$ cat src/rtl/tick_period_meter.sv
// Frame-tick health monitor: synchronises an asynchronous slow tick, strobes
// each rising edge, measures edge-to-edge period in clk cycles, flags and
// counts out-of-range periods, and declares loss of tick on timeout.
//
// state    | meaning
// ---------+-------------------------------------------------------------
// ST_IDLE  | disabled or unarmed; cnt held 0, first edge only arms
// ST_MEASURE | counting cycles since last edge; each edge yields a period
// ST_LOST  | no edge for TIMEOUT_CYCLES; lost high, next edge re-arms only
module tick_period_meter #(
  parameter int CNT_W          = 32,
  parameter int SYNC_STAGES    = 2,
  parameter int MIN_PERIOD     = 1600000,
  parameter int MAX_PERIOD     = 1733334,
  parameter int TIMEOUT_CYCLES = 3333334,
  parameter int ERR_W          = 8
) (
  input  logic             clk,
  input  logic             reset,
  input  logic             enable,
  input  logic             tick_in,
  output logic             edge_pulse,
  output logic [CNT_W-1:0] period,
  output logic             period_valid,
  output logic             in_range,
  output logic             lost,
  output logic [ERR_W-1:0] err_count
);

  typedef enum logic [1:0] {
    ST_IDLE    = 2'd0,
    ST_MEASURE = 2'd1,
    ST_LOST    = 2'd2
  } state_t;

  localparam logic [CNT_W-1:0] MIN_C   = CNT_W'(MIN_PERIOD);
  localparam logic [CNT_W-1:0] MAX_C   = CNT_W'(MAX_PERIOD);
  localparam logic [CNT_W-1:0] TO_C    = CNT_W'(TIMEOUT_CYCLES);
  localparam logic [CNT_W-1:0] CNT_ONE = CNT_W'(1);
  localparam logic [ERR_W-1:0] ERR_ONE = ERR_W'(1);
  localparam logic [ERR_W-1:0] ERR_SAT = {ERR_W{1'b1}};

  logic [SYNC_STAGES-1:0] sync_q, sync_d;
  logic                   prev_q, prev_d;
  logic                   edge_pulse_q, edge_pulse_d;
  logic                   rise;

  state_t                 state_q, state_d;
  logic [CNT_W-1:0]       cnt_q, cnt_d;
  logic [CNT_W-1:0]       period_q, period_d;
  logic                   period_valid_q, period_valid_d;
  logic                   in_range_q, in_range_d;
  logic                   lost_q, lost_d;
  logic [ERR_W-1:0]       err_q, err_d;
  logic                   cnt_in_range;

  // Synchroniser shift, edge history and rising-edge detect.
  always_comb begin
    sync_d       = {sync_q[SYNC_STAGES-2:0], tick_in};
    prev_d       = sync_q[SYNC_STAGES-1];
    rise         = sync_q[SYNC_STAGES-1] & ~prev_q;
    edge_pulse_d = rise;
  end

  // Synchroniser and edge registers.
  always_ff @(posedge clk or posedge reset) begin
    if (reset) begin
      sync_q       <= '0;
      prev_q       <= 1'b0;
      edge_pulse_q <= 1'b0;
    end else begin
      sync_q       <= sync_d;
      prev_q       <= prev_d;
      edge_pulse_q <= edge_pulse_d;
    end
  end

  // Next-state, period counter and measurement outputs.
  always_comb begin
    state_d        = state_q;
    cnt_d          = cnt_q;
    period_d       = period_q;
    period_valid_d = 1'b0;
    in_range_d     = in_range_q;
    lost_d         = lost_q;
    err_d          = err_q;
    cnt_in_range   = (cnt_q >= MIN_C) && (cnt_q <= MAX_C);

    if (!enable) begin
      // Measurement results are kept; only the tracking state is dropped.
      state_d = ST_IDLE;
      cnt_d   = '0;
      lost_d  = 1'b0;
    end else begin
      case (state_q)
        ST_IDLE: begin
          cnt_d = '0;
          if (rise) begin
            state_d = ST_MEASURE;
            cnt_d   = CNT_ONE;
          end
        end
        ST_MEASURE: begin
          // An edge coinciding with the timeout still counts as a measurement.
          if (rise) begin
            period_d       = cnt_q;
            period_valid_d = 1'b1;
            in_range_d     = cnt_in_range;
            if (!cnt_in_range && (err_q != ERR_SAT)) begin
              err_d = err_q + ERR_ONE;
            end
            cnt_d = CNT_ONE;
          end else if (cnt_q == TO_C) begin
            state_d    = ST_LOST;
            lost_d     = 1'b1;
            in_range_d = 1'b0;
            cnt_d      = TO_C;
          end else begin
            cnt_d = cnt_q + CNT_ONE;
          end
        end
        ST_LOST: begin
          cnt_d = TO_C;
          // The interval spanning the loss is meaningless, so just re-arm.
          if (rise) begin
            state_d = ST_MEASURE;
            lost_d  = 1'b0;
            cnt_d   = CNT_ONE;
          end
        end
        default: begin
          state_d = ST_IDLE;
          cnt_d   = '0;
        end
      endcase
    end
  end

  // FSM and measurement registers.
  always_ff @(posedge clk or posedge reset) begin
    if (reset) begin
      state_q        <= ST_IDLE;
      cnt_q          <= '0;
      period_q       <= '0;
      period_valid_q <= 1'b0;
      in_range_q     <= 1'b0;
      lost_q         <= 1'b0;
      err_q          <= '0;
    end else begin
      state_q        <= state_d;
      cnt_q          <= cnt_d;
      period_q       <= period_d;
      period_valid_q <= period_valid_d;
      in_range_q     <= in_range_d;
      lost_q         <= lost_d;
      err_q          <= err_d;
    end
  end

  assign edge_pulse   = edge_pulse_q;
  assign period       = period_q;
  assign period_valid = period_valid_q;
  assign in_range     = in_range_q;
  assign lost         = lost_q;
  assign err_count    = err_q;

endmodule

$ cat config.mk
export PLATFORM = sky130hd
export DESIGN_NAME = tick_period_meter
export DESIGN_NICKNAME = d
export VERILOG_FILES = /design/src/rtl/tick_period_meter.sv
export SDC_FILE = /design/constraint.sdc
export NUM_CORES = 1
export LEC_CHECK = 0
export ABC_CLOCK_PERIOD_IN_PS = 4870
export BUFFER_PORTS_ARGS = -buffer_cell sky130_fd_sc_hd__buf_2
export CAP_MARGIN = 30
export CORE_MARGIN = 4
export CORE_UTILIZATION = 41
export CTS_CLUSTER_SIZE = 16
export DETAILED_ROUTE_END_ITERATION = 10
export RECOVER_POWER = 100
export SYNTH_ARGS = -nofsm -noshare
export SYNTH_HDL_FRONTEND = slang
export SYNTH_SLANG_ARGS = --single-unit
$ cat constraint.sdc
create_clock -name clk -period 4.87 [get_ports clk]
set_input_delay 1.461 -clock clk [delete_from_list [all_inputs] [get_ports clk]]
set_output_delay 1.461 -clock clk [all_outputs]
set_load 0.01 [all_outputs]
==> impl_results.md <==
* Via count at 2628
* #FFs+latches synth at 81
* Post-CTS resize count at 0
* Clock Skew at 0.0124 ns
* Asr flop ratio synth at 100%
* Vias in the first global route at 2651
* Slew @ Worst Pin at 2.29 ns
* Worst r2r dst: cnt_q[28]
* Comb power frac at 4.9%
* Rel. slew slack at -53.4%
* Net Sw Power at 0.301 mW
* R2r startpoint: cnt_q[0]
* Hold buffer count at CTS at 0
* RSZ-0062 raised after global routing: false
* Most Crowded Layer GR: met2
* Port buffer count at 47
* Mapped cell area at 3820 sq um
* Power Density at 308 nW/um^2
* Switch share at 23.0%
* Fin area at 4250 sq um
* Io pins at 48
* CP required at 5.10 ns
* Period utilization at 71.4%
* Total global routing overflow at 0
* Placed Area at 4120 sq um
* EDFF count, synth at 0
* Clk slew on worst S/H paths at 0.09 ns
* Gate Count Post-Synth at 338
* Die Y-Extent at 105 um
* Pin count of the biggest net entering global routing at 54
* First-pass DRT Iterations at 4
* Row count at 34
* Final wirelength at 7930 um
* Crit-path slowest cell: clkbuf_1
* Total track usage at 15.4%
* Crit Path Max Fanout at 34
* Fillers at 841
* CTS tree: done
* Synth unique cells at 46
* Reg2Reg Setup Slack at 1.41 ns
* Via density at 5.32
* Syn avg cell area at 11.3 sq um
* GRT met2 Usage at 23.4%
* Final Hold Viols at 0
* DR iter-0 viols at 71
* Layout cells sized above 1 at 15.8%
* CTS H-Tree Depth at 3
* CP most frequent cell: clkbuf_1
* Clock power frac at 41.5%
* Antenna cells at 0
* Critical Path Max Stage Delay at 1.35 ns
* TritonCTS Sinks at 81
* Min cycle time layout at 3.48 ns
* Gp weighted congestion at 0.816
* Clock Tree Root: clkbuf_8
* Core Region at 8890 sq um
* First-pass GRT wire length at 13700 um
* Crit path cell chain: clkbuf_1 -> and3_1 -> clkbuf_1 -> mux2_2
* Slew Viols, Final at 89
* Grt met1 use at 21.6%
* Non-Filler Instances at 494
* Post-CTS Setup Bufs at 0
* Post-synth top flop: dfrtp_1
* DRC at 0
* Number of buffers created by CTS at 9
* Final setup vio count at 0
* Mapped Nets at 346
* Clk_lat worst skew at 0.35 ns
* Dpl cells at 478
* Met3 GRT Util at 4.38%
* Setup TNS at 0 ns
* Status: finished, violations left
* Width of the chip at 105 um
* Nets at 389
* Worst Hold Class: flop to flop
* CTS max path bufs at 2
* Leakage at 1.91 nW
* Post-synthesis sequential area ratio at 53.0%
* VDD IR max at 0.237 mV
* Final HPWL DP at 5410 um
* WP data arrival at 3.71 ns
* CP startpoint kind: input pin
* Initial antenna violation count at 0
* Failing checks: max-capacitance violations, max-slew violations
* Area grow syn2layout at 11.2%
* Hold Startpoint: sync_q[0]
* Seq pwr share at 53.6%
* Cell-internal power at 1.01 mW
* Worst hold endpoint: sync_q[1]
* Antenna Nets Post-Route at 0
* Die ar. at 10900 sq um
* WHS at 0.355 ns
* Type of destination of the critical path: flop
* WS Path Type: input pin to flop
* Ys Warns at 0
* Max_cap viols at 2
* WL/cell at 16.1 um
* F_max at 288 MHz
* Hold Path Cell Cnt at 0
* Starting Density at 43.0%
* R2R depth at 7
-- cell type report --
| cell class | instances | area, sq um | area share (%) |
|---|---|---|---|
| clock inverter | 5 | 78.8 | 1.85 |
| sequential | 81 | 2030 | 47.7 |
| timing repair buffer | 50 | 195 | 4.59 |
| multi-input combinational | 232 | 1650 | 38.7 |
| inverter | 7 | 27.5 | 0.648 |
| tap | 108 | 135 | 3.18 |
| clock buffer | 11 | 141 | 3.33 |
-- power groups by stage --
| stage | registers, mW | logic [mW] | clock network, mW |
|---|---|---|---|
| 3_5_place_dp | 0.716 | 0.0694 | 0 |
| 6_report | 0.703 | 0.0637 | 0.544 |
| 2_1_floorplan | 0.719 | 0.0375 | 0 |
| 3_3_place_gp | 0.716 | 0.0686 | 0 |
| 4_1_cts | 0.702 | 0.0697 | 0.559 |
| 5_1_grt | 0.706 | 0.0740 | 0.586 |
-- synth_stat cells, types with 4 or more instances --
master    count  area share, %
ha_1          4            1.3
xor2_1       23            5.3
a211oi_1      4           0.79
nand2_1      21            2.1
nor4_1        5           0.82
nand3_1      20            2.6
xnor2_1      13            3.0
inv_1         7           0.69
nor2_1       30            2.9
mux2_2       33            9.7
o21ai_0       8            1.0
dfrtp_1      81             53
nand4_1       7            1.1
a21oi_1      15            2.0
clkbuf_1      8           0.79
and3_1       12            2.0
nand2b_1      5           0.82
buf_2         5           0.65
-- per-stage QoR --
| stage | total power, mW | worst slack [ns] | utilization (%) |
|---|---|---|---|
| after CTS | 1.33 | 2.19 | 48.9 |
| final | 1.31 | 1.39 | 47.8 |
| after floorplan | 0.757 | 1.33 | - |
| after global routing | 1.37 | 1.06 | 47.8 |
| after global placement | 0.784 | 2.19 | 46.3 |
| after detailed placement | 0.785 | 2.12 | 46.4 |
-- sequential cells by signal, summed over array words and instances, names as in the netlist --
register / flops
sync_q: 2
in_range: 1
edge_pulse: 1
state_q: 2
period: 32
err_count: 8
prev_q: 1
lost: 1
cnt_q: 32
period_valid: 1
-- worst max-delay path by stage --
stage             start           end  slack [ns]
2_1_floorplan     reset      cnt_q[0]        1.33
3_3_place_gp     enable     period[1]        2.19
3_5_place_dp     enable  err_count[7]        2.12
4_1_cts        cnt_q[0]     cnt_q[28]        2.19
5_1_grt        cnt_q[0]     cnt_q[28]        1.06
6_report         enable     period[3]        1.39
-- worst max-delay path, delay by kind of cell --
kind	cells	cell delay (ns)
AND/OR/NAND/NOR	1	0.20
buffers and inverters	2	1.58
multiplexers	1	0.45
-- logic make-up after synthesis --
logic type               Yosys count  share of synthesized area, %
AND/OR/NAND/NOR                  120                          17.2
flip-flops                        81                          53.0
AO/OA/AOI/OAI                     39                          7.43
XOR/XNOR                          36                          8.25
multiplexers                      33                          9.73
buffers and inverters             25                          3.01
adder cells (fa/ha/maj)            4                          1.31
-- cell usage in the layout (no fill, tap or decap), drive strengths merged, types with 7 or more instances in the layout --
cell    count
a21oi      15
and3       13
clkbuf     57
dfrtp      81
mux2       33
nand2      21
nand3      20
nand4       7
nor2       30
nor4        8
o21ai       9
xnor2      13
xor2       23
-- layer usage --
| layer | up-vias | part of all wire [%] |
|---|---|---|
| met4 | 0 | 1.2 |
| met3 | 13 | 4.3 |
| li1 | 1266 | - |
| met1 | 1295 | 47 |
| met5 | - | 0 |
| met2 | 54 | 47 |
(Power assumes the default switching activity.)
